===== config.mk =====
export PLATFORM = sky130hd
export DESIGN_NAME = ddr5_memflt_led_sched
export DESIGN_NICKNAME = d
export VERILOG_FILES = /design/src/rtl/ddr5_flt_pkg.sv /design/src/rtl/ddr5_flt_debounce.sv /design/src/rtl/ddr5_memflt_led_sched.sv
export SDC_FILE = /design/constraint.sdc
export NUM_CORES = 1
export LEC_CHECK = 0
export ABC_AREA = 1
export CAP_MARGIN = 20
export CORE_MARGIN = 5
export CORE_UTILIZATION = 34
export DETAILED_ROUTE_END_ITERATION = 12
export GPL_TIMING_DRIVEN = 0
export PLACE_DENSITY = 0.5
export SYNTH_ARGS = -nofsm -noshare
export SYNTH_HDL_FRONTEND = slang
export SYNTH_SLANG_ARGS = --single-unit

===== constraint.sdc =====
create_clock -name iClk -period 2.7 [get_ports iClk]
set_clock_uncertainty 0.1 [all_clocks]
set_input_delay 0.405 -clock iClk [delete_from_list [all_inputs] [get_ports iClk]]
set_output_delay 0.405 -clock iClk [all_outputs]
set_load 0.005 [all_outputs]

===== src/rtl/ddr5_flt_pkg.sv =====
// Shared state encoding, default timing and sizing helpers for the DDR5
// memory-fault LED scheduler.
package ddr5_flt_pkg;

   localparam logic [2:0] ENC_IDLE   = 3'd0;
   localparam logic [2:0] ENC_SEARCH = 3'd1;
   localparam logic [2:0] ENC_ON     = 3'd2;
   localparam logic [2:0] ENC_OFF    = 3'd3;
   localparam logic [2:0] ENC_GAP    = 3'd4;

   typedef enum logic [2:0] {
      ST_IDLE   = ENC_IDLE,
      ST_SEARCH = ENC_SEARCH,
      ST_ON     = ENC_ON,
      ST_OFF    = ENC_OFF,
      ST_GAP    = ENC_GAP
   } ledState_t;

   localparam int DEF_NUM_CH    = 8;
   localparam int DEF_DEB_CYC   = 4;
   localparam int DEF_ON_TICKS  = 3;
   localparam int DEF_OFF_TICKS = 3;
   localparam int DEF_GAP_TICKS = 10;

   // Ceiling log2 with a floor of one bit so single-value ranges still get a wire.
   function automatic int clog2w(input int value);
      int w;
      w = 1;
      while ((1 << w) < value) w++;
      return w;
   endfunction

   function automatic int max3(input int a, input int b, input int c);
      int m;
      m = (a > b) ? a : b;
      return (m > c) ? m : c;
   endfunction

endpackage


===== src/rtl/ddr5_flt_debounce.sv =====
// Per-channel fault qualifier: emits a one-cycle pulse on the cycle a fault
// has been continuously present (while enabled) for DEB_CYC cycles.
module ddr5_flt_debounce
   import ddr5_flt_pkg::*;
#(
   parameter int DEB_CYC = DEF_DEB_CYC
) (
   input  logic iClk,
   input  logic iRst,
   input  logic iEnable,
   input  logic iFlt,
   input  logic iClr,
   output logic oQual
);

   logic [7:0] debCnt;
   logic       active;

   // A clear in the same cycle suppresses qualification and restarts the count.
   assign active = iEnable & iFlt & ~iClr;
   assign oQual  = active && (debCnt == 8'(DEB_CYC - 1));

   always_ff @(posedge iClk or posedge iRst) begin
      if (iRst) begin
         debCnt <= '0;
      end else if (!active) begin
         debCnt <= '0;
      end else if (debCnt != 8'(DEB_CYC)) begin
         debCnt <= debCnt + 8'd1;
      end
   end

endmodule


===== src/rtl/ddr5_memflt_led_sched.sv =====
// Latches qualified DDR5 MC power-good faults and drives one shared LED with
// round-robin blink codes (channel k blinks k+1 times, then a gap).
module ddr5_memflt_led_sched
   import ddr5_flt_pkg::*;
#(
   parameter int NUM_CH    = DEF_NUM_CH,
   parameter int DEB_CYC   = DEF_DEB_CYC,
   parameter int ON_TICKS  = DEF_ON_TICKS,
   parameter int OFF_TICKS = DEF_OFF_TICKS,
   parameter int GAP_TICKS = DEF_GAP_TICKS
) (
   input  logic                        iClk,
   input  logic                        iRst,
   input  logic                        iEnable,
   input  logic                        iTick,
   input  logic [NUM_CH-1:0]           iMemFlt,
   input  logic                        iClrReq,
   output logic                        oClrAck,
   output logic [NUM_CH-1:0]           oFltLatched,
   output logic                        oAnyFlt,
   output logic                        oLedOn,
   output logic [clog2w(NUM_CH)-1:0]   oLedIdx
);

   localparam int IDX_W = clog2w(NUM_CH);
   localparam int TCW   = clog2w(max3(ON_TICKS, OFF_TICKS, GAP_TICKS));
   localparam int PCW   = IDX_W + 1;

   logic              clrReqD;
   logic              clrEdge;
   logic [NUM_CH-1:0] qual;

   ledState_t         state, stateNext;
   logic [TCW-1:0]    tickCnt, tickCntNext, durLast;
   logic [PCW-1:0]    pulseCnt, pulseCntNext, pulseInc, idxPlus;
   logic [IDX_W-1:0]  ptr, ptrNext, idxNext, searchIdx;
   logic              searchHit;

   assign clrEdge = iClrReq & ~clrReqD;

   genvar g;
   generate
      for (g = 0; g < NUM_CH; g++) begin : gDeb
         ddr5_flt_debounce #(
            .DEB_CYC (DEB_CYC)
         ) uDeb (
            .iClk    (iClk),
            .iRst    (iRst),
            .iEnable (iEnable),
            .iFlt    (iMemFlt[g]),
            .iClr    (clrEdge),
            .oQual   (qual[g])
         );
      end
   endgenerate

   // First latched channel at or after the pointer, wrapping around.
   always_comb begin
      int               j;
      logic [IDX_W-1:0] cand;
      searchHit = 1'b0;
      searchIdx = '0;
      j         = 0;
      cand      = '0;
      for (int i = 0; i < NUM_CH; i++) begin
         j = int'(ptr) + i;
         if (j >= NUM_CH) j = j - NUM_CH;
         cand = IDX_W'(j);
         if (!searchHit && oFltLatched[cand]) begin
            searchHit = 1'b1;
            searchIdx = cand;
         end
      end
   end

   always_comb begin
      durLast = '0;
      case (state)
         ST_ON:   durLast = TCW'(ON_TICKS - 1);
         ST_OFF:  durLast = TCW'(OFF_TICKS - 1);
         ST_GAP:  durLast = TCW'(GAP_TICKS - 1);
         default: durLast = '0;
      endcase
   end

   assign pulseInc = pulseCnt + PCW'(1);
   assign idxPlus  = PCW'(oLedIdx) + PCW'(1);

   always_comb begin
      stateNext    = state;
      tickCntNext  = tickCnt;
      pulseCntNext = pulseCnt;
      ptrNext      = ptr;
      idxNext      = oLedIdx;
      case (state)
         ST_IDLE: begin
            if (|oFltLatched) stateNext = ST_SEARCH;
         end
         ST_SEARCH: begin
            tickCntNext  = '0;
            pulseCntNext = '0;
            if (searchHit) begin
               idxNext   = searchIdx;
               stateNext = ST_ON;
            end else begin
               stateNext = ST_IDLE;
            end
         end
         ST_ON, ST_OFF, ST_GAP: begin
            // The entry cycle's tick counts toward the state's duration.
            if (iTick) begin
               if (tickCnt == durLast) begin
                  tickCntNext = '0;
                  if (state == ST_ON) begin
                     pulseCntNext = pulseInc;
                     stateNext    = (pulseInc == idxPlus) ? ST_GAP : ST_OFF;
                  end else if (state == ST_OFF) begin
                     stateNext = ST_ON;
                  end else begin
                     ptrNext   = (oLedIdx == IDX_W'(NUM_CH - 1)) ? '0 : oLedIdx + IDX_W'(1);
                     stateNext = (|oFltLatched) ? ST_SEARCH : ST_IDLE;
                  end
               end else begin
                  tickCntNext = tickCnt + TCW'(1);
               end
            end
         end
         default: stateNext = ST_IDLE;
      endcase
      if (clrEdge) begin
         stateNext    = ST_IDLE;
         tickCntNext  = '0;
         pulseCntNext = '0;
         ptrNext      = '0;
         idxNext      = '0;
      end
   end

   always_ff @(posedge iClk or posedge iRst) begin
      if (iRst) begin
         clrReqD     <= 1'b0;
         oClrAck     <= 1'b0;
         oFltLatched <= '0;
         oAnyFlt     <= 1'b0;
         state       <= ST_IDLE;
         tickCnt     <= '0;
         pulseCnt    <= '0;
         ptr         <= '0;
         oLedIdx     <= '0;
         oLedOn      <= 1'b0;
      end else begin
         clrReqD     <= iClrReq;
         oClrAck     <= clrEdge;
         oFltLatched <= clrEdge ? '0 : (oFltLatched | qual);
         oAnyFlt     <= |oFltLatched;
         state       <= stateNext;
         tickCnt     <= tickCntNext;
         pulseCnt    <= pulseCntNext;
         ptr         <= ptrNext;
         oLedIdx     <= idxNext;
         oLedOn      <= (stateNext == ST_ON);
      end
   end

endmodule


======== Yosys cells after proc, flatten, opt, wreduce, memory -nomap -nowiden ========
Cells that the tools add are included.
word-level totals
  register bits after elaboration ......... 93
  input bits .............................. 13
  output and inout port bits .............. 14
  word-level logic and storage cells ...... 241
cells by class
  $add $sub $neg .......................... 27
  order comparisons ....................... 16
  eq/ne operators ......................... 37
  muxes and demuxes ....................... 87
  bitwise gates (word level) .............. 20
  reductions and logical operators ........ 36
operator list
  kind                   number
  $mux W8                17
  $mux W3                32
  $add A8 B1 Y8 const B  8
  $eq A8 B2 Y1 const B   8
  $ne A8 B3 Y1 const B   8
  $lt A3 B4 Y1 const B   8
  $ge A4 B4 Y1 const B   7
  $mux W4                7
  $bmux W1 S3            8
  $pmux W4 S2            3
  $sub A3 B1 Y3 const B  8
  $ne A2 B2 Y1 const B   10
  $and A1 B1 Y1          17
  $mux W1                17
  $add A3 B3 Y4 const B  4
  $logic_and A1 B1 Y1    15
  $reduce_bool A2 Y1     5
  $eq A3 B2 Y1 const B   3
  $ne A3 B3 Y1 const B   3
  $pmux W3 S3            1
  $add A3 B1 Y4 const B  2
  $add A3 B2 Y4 const B  2
  $add A4 B1 Y4 const B  2
  $eq A4 B4 Y1           2
  other kinds (16)       26

======== Depth between registers and ports, before layout ========
Gate-level depths: netlist (run 1).
  word-level depth ........................ 30
  depth in mapped cells ................... 19
  mapped depth without buffers ............ 17

======== Cells and area by module ========
Synthesis (run 1) repeated with hierarchy kept, for this count alone.
unflattened totals
  cells, all modules ...................... 831
  area total of the unflattened synthesis .. 6007.0 µm²
modules (own cells, without submodules)
  module                 instances  cells each  area an instance (µm²)
  ddr5_flt_debounce      8          66          476.7
  ddr5_memflt_led_sched  1          303         2193.4

======== Worst setup path after synthesis (run 1) ========
OpenSTA, ideal clock, no wires.
  kind .................................... register to register
  start ................................... register ptr[0]
  end ..................................... register oLedIdx[0]
  setup time .............................. 0.116 ns
  arrival ................................. 2.137 ns
  setup slack ............................. 0.347 ns
  cell stages (with the launch flop) ...... 17
  buffers on the path ..................... 2
  period minus slack after synthesis ...... 2.353 ns
  cell sequence ........................... dfrtp_1 buf_6 inv_6 buf_12 ha_1 inv_2 nand3_4 nand3_2 nand2_4 nor2_8 nand4_4 nor2_4 nand3_2 nand3_1 nand2_1 nand2_1 nand2_1
on the way
  cells in the longest elaborated chain, start to end .. 29
  elaborated cells on any way between the ends .. 82
  those cells by class .................... 15 x add/sub; 8 x order compare; 43 x mux; 16 x reduce/logical
RTL lines
  what                                                                    RTL line                      text
  from (decl)                                                             ddr5_memflt_led_sched.sv:36   logic [IDX_W-1:0] ptr, ptrNext, idxNext, searchIdx;
  from (signal assigned)                                                  ddr5_memflt_led_sched.sv:159  ptr <= ptrNext;
  parallel branches: the longest is 29 deep, another holds $add A3 B1 Y4  n/a
  to (signal assigned)                                                    ddr5_memflt_led_sched.sv:160  oLedIdx <= idxNext;
  to (decl)                                                               ddr5_memflt_led_sched.sv:22   output logic [clog2w(NUM_CH)-1:0] oLedIdx
Parallel ways; which one is timed is not known. The select of a mux whose other input is x is not followed.
A chain may end at the register's enable or synchronous reset.

======== Final worst setup path (run 1) ========
Same ends and word-level chain as after synthesis.

==> summary by stage, run 1 <==
Detailed routing
The routed layout has 4680 vias. Once detail routing completed, the nets flagged for antenna violations numbered 0. Dividing the detail-routed wire length by the instance count gives 12.7 um. After detailed routing, the number of vias per cell comes to 4.87. After detailed routing, the number of remaining DRC violations is 0. After detailed routing, the total wire length is 12.2 mm. After detailed routing, the wire length on met1 is 6.03 mm. The violation count after the first detailed-route iteration is 277. Before antenna repair, the detailed router went through 5 iterations. The length of routed met2 wiring is 5.67 mm.

In this run the top signal layer used is met4. In the detailed route, the total length drawn on met3 is 266 um.

Placement
The worst slack at placement is 0.0210 ns. The post-placement cell count is 945. The HPWL after detailed placement is 9.35 mm. Summing all placed instances gives a cell area of 0.00621 sq mm.

The number of buffers added on ports is 26. The final weighted congestion in routability-driven placement is 0.834.

Layout
The post-route cell area is 0.00655 sq mm. The layout overhead on the synthesized area is 16.4%. The final layout contains 771 nets. Once layout is complete, the utilization of the core stands at 39.9%. The count of inserted antenna diode cells is 0. The post-route netlist has 9.31% of its cells at a drive strength greater than 1. Leaving out filler cells and counting taps, the final layout contains 961. The filler cells instantiated in the layout total 1625.

Synth
The summed instance area of the synthesized netlist is 0.00563 sq mm. The library cell occupying the most area in the post-synthesis netlist is dfrtp_1. The synthesized design contains 93 register bits. The Yosys step of the flow raised 0 warnings.

The number of cells produced by synthesis is 697. When the netlist entered floorplanning its net count stood at 732. The number of enable-type register cells in the synthesized netlist is 0. In this run the biggest area consumer among cell types represents 41.4% of the synthesized area. The fraction of the yosys area taken by sequential cells is 41.4%. The mean area per synthesized cell is 8.07 sq um.

The prevailing post-synth register cell is dfrtp_1. For this run, asynchronously set or reset flops after synthesis account for 100%. In the post-synthesis netlist, the cell with the most instances is inv_1. The synthesized netlist contains 44 unique library cells. The commonest cells after synthesis are inv_1, nand2_1, dfrtp_1. After synthesis, the cell types taking the most area are dfrtp_1, inv_1, nand2_1.

Clocking
After clock tree synthesis, the clock-pin slew on the worst setup and hold paths is 0.06 ns. The root buffer cell is clkbuf_16. In this run, CTS created clock tree buffers numbering 9. No sink is reached through more buffers than the 2 on the longest clock path. The count of H-tree levels built during CTS is 3.

The clock sink count is 93. TritonCTS built the clock tree. The clock reaches the later pin of the worst-skew pair after 0.35 ns. Once the clock tree was built, the setup fixing pass inserted 0 buffers.

Floorplanning
The floorplan core area is 0.0164 sq mm. The number of top-level pins is 27. The die boundary width is 139 um.

The die covers 0.0192 sq mm. For this configuration, the core starts out at a cell density of 34.3%. The floorplan has 47 rows. The height of the die is 139 um.

Global route
The number of antenna violations at the first check in global routing is 0. Entering global routing, the biggest net connects 39 pins. Summed over all layers, the global routing overflow is 0. The wire length of the first global-routing pass is 21.5 mm. The global routing usage summed across all routing layers is 13.4%. The via count of the first global-routing pass is 4662.

Flow run
The tool flagged a number of max-cap violations equal to 0.

Timing
Derived from the worst setup path, the maximum achievable clock frequency is 416 MHz. Across all setup checks in the final design, the least slack found is 0.294 ns. The total count of max-transition violations in the final report is 0. The number of hold violations in the final report is 0. Counting I/O delays and the setup requirement, the final critical path takes 2.41 ns. The share of the clock period used by the worst path after layout is 89.1%.

For the pin with the worst max-slew slack, the measured transition is 0.732 ns. Setup repair after global routing left no endpoint under its margin. In the final timing run, aggregate negative setup slack is 0 ns.

Setup violations remaining at the end of the flow were counted as 0. The normalized max-slew margin is 51.1%.

Critical path
The worst setup path is of the register to register kind. The cell family with the largest share of critical-path delay is simple AND/OR/NAND/NOR gates. Traced cell by cell, the critical path runs through buf_6, inv_6, buf_12, ha_4, inv_4, nand3_2, nand2_2, nor2_2, a31oi_4, inv_2, nor2_4, nand3_2, nand3_1, nand2_1, nand2_1, nand2_1. The data arrival at the endpoint of the critical path is 2.54 ns. The worst setup path is launched from a register. The slowest stage of the critical path is the dfrtp_1 cell.

The buffer and inverter count on the worst path is 5. The most common cell type on the critical path is nand2_1. STA classifies the critical path endpoint as a register. The maximum fanout along the worst path is 10. The data required time at the worst endpoint is 2.84 ns. The worst stage delay on the critical path is 0.36 ns.

Min path
The class of the most critical hold timing path is input port to asynchronous set/reset pin.

Power and ir drop
The maximum ir drop on the vdd rail is 0.000279 V. For this design the static power due to leakage is 2.95 nW. In this run the power density over the cells is 453 mW/mm^2.

Run status
The flow ran to the end, and the final reports show no timing, DRC or antenna violations.
-- state kept, by name (all words and copies together), names as in the netlist --
| signal | count |
|---|---|
| pulseCnt | 4 |
| oLedIdx | 3 |
| oClrAck | 1 |
| gDeb.uDeb.debCnt | 64 |
| clrReqD | 1 |
| state | 3 |
| tickCnt | 4 |
| ptr | 3 |
| oAnyFlt | 1 |
| oLedOn | 1 |
| oFltLatched | 8 |
-- per-layer routing --
metal,track usage (%),up-vias
met5,0,-
met2,22.2,59
met4,5.46,0
met3,2.38,15
met1,17.5,2217
li1,-,2389
-- cells by family (layout without fill, tap and decap cells) --
logic type	after synthesis	count (layout)	share of synthesized area, %
AND/OR/NAND/NOR	344	344	32.2
AO/OA/AOI/OAI	96	96	9.70
adder cells (fa/ha/maj)	22	22	4.89
flip-flops	93	93	41.4
buffers and inverters	125	169	9.09
XOR/XNOR	16	16	2.62
multiplexers	1	1	0.178
-- what timing repair did --
action | 4_1_cts | 5_1_grt
setup endpoints to repair | 1 | 2
gates resized for setup | 1 | 3
hold buffers | 0 | 0
-- per-stage QoR --
step	power (W)	hold slack, ns
5_1_grt	0.00310	0.418
3_3_place_gp	0.00160	0.432
3_5_place_dp	0.00161	0.433
2_1_floorplan	0.00154	0.336
6_report	0.00296	0.419
4_1_cts	0.00302	0.421
-- area by class of cell --
cell class,count,area [sq um],area share [%]
clock inverter,4,70.1,1.07
clock buffer,12,256,3.92
sequential,93,2330,35.5
inverter,120,464,7.09
tap,220,275,4.20
timing repair buffer,28,300,4.58
buffer,5,56.3,0.860
multi-input combinational,479,2800,42.8
-- where the power goes --
part	internal (W)	total [W]	switching, W
registers	0.00141	0.00142	0.0000102
clock network	0.000859	0.00139	0.000528
logic	0.0000550	0.000161	0.000106
-- worst paths after layout --
check	from	end	slack, ns	depth (start not counted)
max	ptr[0]	oLedIdx[0]	0.29	16
min	iRst	gDeb[6].uDeb.debCnt[0]	0.42	2
max reg2reg	ptr[0]	oLedIdx[0]	0.29	16
min reg2reg	tickCnt[3]	tickCnt[3]	0.44	2
max in group asynchronous	iRst	oLedIdx[2]	1.25	4
min in group iClk	iClrReq	clrReqD	0.44	1
-- layout by cell type, fill, tap and decap left out, types with 3 or more instances in the layout --
cell type / instances
nand2_1: 103
nor3_1: 39
nand3_1: 72
clkbuf_16: 9
nor2_4: 3
xor2_1: 10
a211oi_1: 3
nand2_4: 9
clkbuf_8: 3
a31oi_1: 4
nand2_2: 5
a21oi_1: 38
nor4_1: 9
o21ai_0: 40
inv_1: 114
dfrtp_1: 93
clkdlybuf4s50_1: 26
nor2_2: 3
buf_12: 3
nand3_2: 7
o22ai_1: 3
and3_1: 8
xnor2_1: 5
nand4_1: 20
nor2_1: 54
ha_1: 21
nand3_4: 5
Note: power is estimated with default switching activity, not from simulation.
==> run 2, diff against run 1 <==
ABC_AREA = unset   (was 1)
CTS_BUF_LIST = sky130_fd_sc_hd__clkbuf_8   (was unset)
==> summary by stage, run 2 <==
Run status
The flow ran to the end, but the final reports show violations. The checks that failed: negative setup slack.

Clocking
For this design, the sink count on the clock tree is 93. The clock transition at the register clock pins on the worst setup and hold paths after CTS is 0.09 ns. Clock tree synthesis inserted a total of 9 buffers. The TritonCTS clock tree is done. In this run the clock root is driven by a clkbuf_8. No sink is reached through more buffers than the 2 on the longest clock path. The clock latency of the later-clocked register in the worst-skew pair is 0.37 ns. The count of H-tree levels built during CTS is 3.

Critical path
Among all stages on the critical path, the largest delay is contributed by dfrtp_1. The worst setup path is of the register to register kind. On the worst path, the slowest cell contributes a delay of 0.40 ns.

Data arrives at the worst endpoint at 3.01 ns. The worst setup path is launched from a register. The cell family with the largest share of critical-path delay is multiplexers. The most numerous cell type found on the critical path is buf_8. The beginning of the critical path is ptr[0]. The critical path goes through buf_6, buf_8, inv_8, ha_4, buf_8, mux4_2, mux2i_1, a32o_2, and3_4, mux2_4, a211o_1, a21oi_2.

Counting both buffers and inverters, the worst setup path holds a total of 4. In this run the worst path has a maximum fanout of 7. For the worst setup path, the data required time is 2.89 ns. In this run the critical register-to-register path is launched from ptr[0]. The endpoint type of the worst setup path is a register.

Placement
The post-placement cell count is 854. After legalization and detailed placement, the total HPWL measured 8.97 mm. The count of buffers added on input and output ports is 26.

The final weighted congestion in routability-driven placement is 0.824.

Global route
Entering global routing, the biggest net connects 41 pins. The leftover overflow at the end of global routing is 0. In the global route stage, overall resource usage came out at 12.9%.

The number of antenna violations at the first check in global routing was 0. The via count of the first global-routing pass is 4320. The wire length of the first global-routing pass is 21.0 mm.

Floorplanning
The initialized floorplan defines 47 standard-cell rows. The height of the die is 140 um. In this run the standard cell core region covers 0.0165 sq mm. The initial core utilization is 34.6%. The number of top-level pins is 27. The die covers 0.0195 sq mm. In this run the horizontal extent of the chip is 140 um.

Synth
In the post-synthesis netlist, the cell with the most instances is nor2_1. The share of synthesized flip-flops with an asynchronous set or reset is 100%. The library cell occupying the most area in the post-synthesis netlist is dfrtp_1.

Synthesis inferred 93 register bits. Sorting the synthesized cells by area gives the leading types as dfrtp_1, nor2_1, xor2_1. Sequential elements use 40.7% of the synthesized area. Ranked by instance count, the synthesized netlist is headed by nor2_1, dfrtp_1, nand3_1. The most used flip-flop cell after synthesis is dfrtp_1. The Yosys warning count is 0.

The post-synthesis net count is 641. In this run, synthesis inferred 0 flip-flops with an integrated enable. The mean area per synthesized cell is 9.44 sq um.

Synthesis instantiated 64 different standard cells from the library. After technology mapping, the gate count stands at 606. The summed instance area of the synthesized netlist is 0.00572 sq mm. The top cell type's share of synthesized area is 40.7%.

Flow run
The number of maximum-capacitance violations is 0.

Layout
The repair_antennas step left the layout with diodes totalling 0. Compared with the post-synthesis result, the final layout area differs by 16.8%. Cells fill 40.4% of the core in the end. The number of standard cells in the layout, taps in and fillers out is 879.

The register with the highest flop count is gDeb.uDeb.debCnt. The fraction of layout cells with a size suffix above 1 is 12.1%. After filler insertion, the fill cell instance count of the layout stands at 1614.

The largest registers in the layout are gDeb.uDeb.debCnt (64), oFltLatched (8). The most common library cell in the layout ignoring fill and taps is nor2_1. In the layout the commonest cells are nor2_1, dfrtp_1, nand3_1.

The number of nets in the layout is 692. The register with the most flip-flops in the layout has 64 of them.

Timing
Setup repair after global routing could not meet its margin everywhere. The normalized max-slew margin is 63.5%. The number of hold violations in the final report came to 0.

The share of the clock period used by the worst path after layout is 104%. Counting I/O delays and the setup requirement, the final critical path takes 2.82 ns. The slew at the pin closest to its max-slew limit is 0.547 ns. The total count of max-transition violations in the final report came to 0. The peak clock frequency supported by timing is 355 MHz. The number of endpoints failing setup at the final stage is 4. After layout, the worst setup slack is -0.118 ns.

Detailed routing
The sum of routed wire length over all layers is 12.3 mm. Dividing the detail-routed wire length by the instance count gives 14.0 um. The residual antenna-violating net count after detailed routing is 0.

The mean number of vias per cell is 5.09. The detailed-route DRC error count is 0. The first detailed-routing pass took 4 iterations. The total number of vias is 4475. The violation count after the first detailed-route iteration is 196.

Power and ir drop
The static leakage is 2.85 nW. The power density over the cells is 392 mW/mm^2. IR analysis of the VDD net gives a maximum drop of 0.000201 V.

Min path
The class of the most critical hold timing path is input port to asynchronous set/reset pin.
## run 2: area by class of cell
class	instances	area, sq um	share of cell area, %
Tap cell	220	275	4.12
Buffer	17	115	1.72
Sequential cell	93	2330	34.8
Clock inverter	2	35.0	0.525
Clock buffer	11	151	2.27
Timing Repair Buffer	42	405	6.07
Multi-Input combinational cell	462	3240	48.5
Inverter	32	131	1.97
## run 2: final timing paths
path / to / slack (ns) / depth (start not counted)
worst max-delay path: oLedIdx[0] / -0.12 / 12
worst max register to register: oLedIdx[0] / -0.12 / 12
min in group iClk: clrReqD / 0.41 / 1
worst min-delay path: gDeb[6].uDeb.debCnt[5] / 0.30 / 2
max in group asynchronous: ptr[1] / 1.66 / 3
worst min register to register: gDeb[4].uDeb.debCnt[7] / 0.44 / 2
## run 2: cell families (layout without fill, tap and decap cells)
| kind of cell | Yosys count | in the layout | share of synthesized area [%] |
|---|---|---|---|
| simple gates | 277 | 277 | 23.9 |
| xor+xnor | 57 | 57 | 8.97 |
| flops | 93 | 93 | 40.7 |
| compound gates | 68 | 68 | 8.40 |
| fa+ha+maj | 22 | 22 | 4.81 |
| buf+inv | 51 | 104 | 3.85 |
| mux | 38 | 38 | 9.38 |
## run 2: stage by stage
step | setup TNS, ns | hold slack, ns | setup slack [ns] | area, sq um | power (W)
5_1_grt | -0.981 | 0.313 | -0.229 | 6680 | 0.00276
3_5_place_dp | -3.72 | 0.430 | -0.482 | 6340 | 0.00171
3_3_place_gp | -3.55 | 0.414 | -0.465 | 6300 | 0.00170
2_1_floorplan | -0.145 | 0.336 | -0.145 | 5760 | 0.00163
6_report | -0.409 | 0.295 | -0.118 | 6680 | 0.00262
4_1_cts | -0.361 | 0.275 | -0.104 | 6640 | 0.00267
## run 2: metal layers
layer / global-route usage [%] / vias to the layer above / wire (um)
li1: - / 2203 / -
met1: 17.2 / 2177 / 5830
met2: 20.7 / 75 / 5830
met3: 2.64 / 20 / 442
met4: 4.84 / 0 / 229
met5: 0 / - / 0
## run 2: timing repair
action,CTS,global route
resized for setup,12,6
pin swaps,5,5
endpoints found under the setup margin,9,9
setup buffers,11,3
hold buffers,0,0
## run 2: where the power goes
part	switching [W]	internal, W
clock network	0.000472	0.000463
logic	0.000135	0.0000928
registers	0.0000346	0.00142
total	0.000641	0.00198
## run 2: worst register-to-register path, cell delays in order, from the launching register on
cell,delay (ns)
dfrtp_1,0.40
buf_6,0.13
buf_8,0.12
inv_8,0.05
ha_4,0.20
buf_8,0.13
mux4_2,0.36
mux2i_1,0.15
a32o_2,0.24
and3_4,0.20
mux2_4,0.29
a211o_1,0.27
a21oi_2,0.11
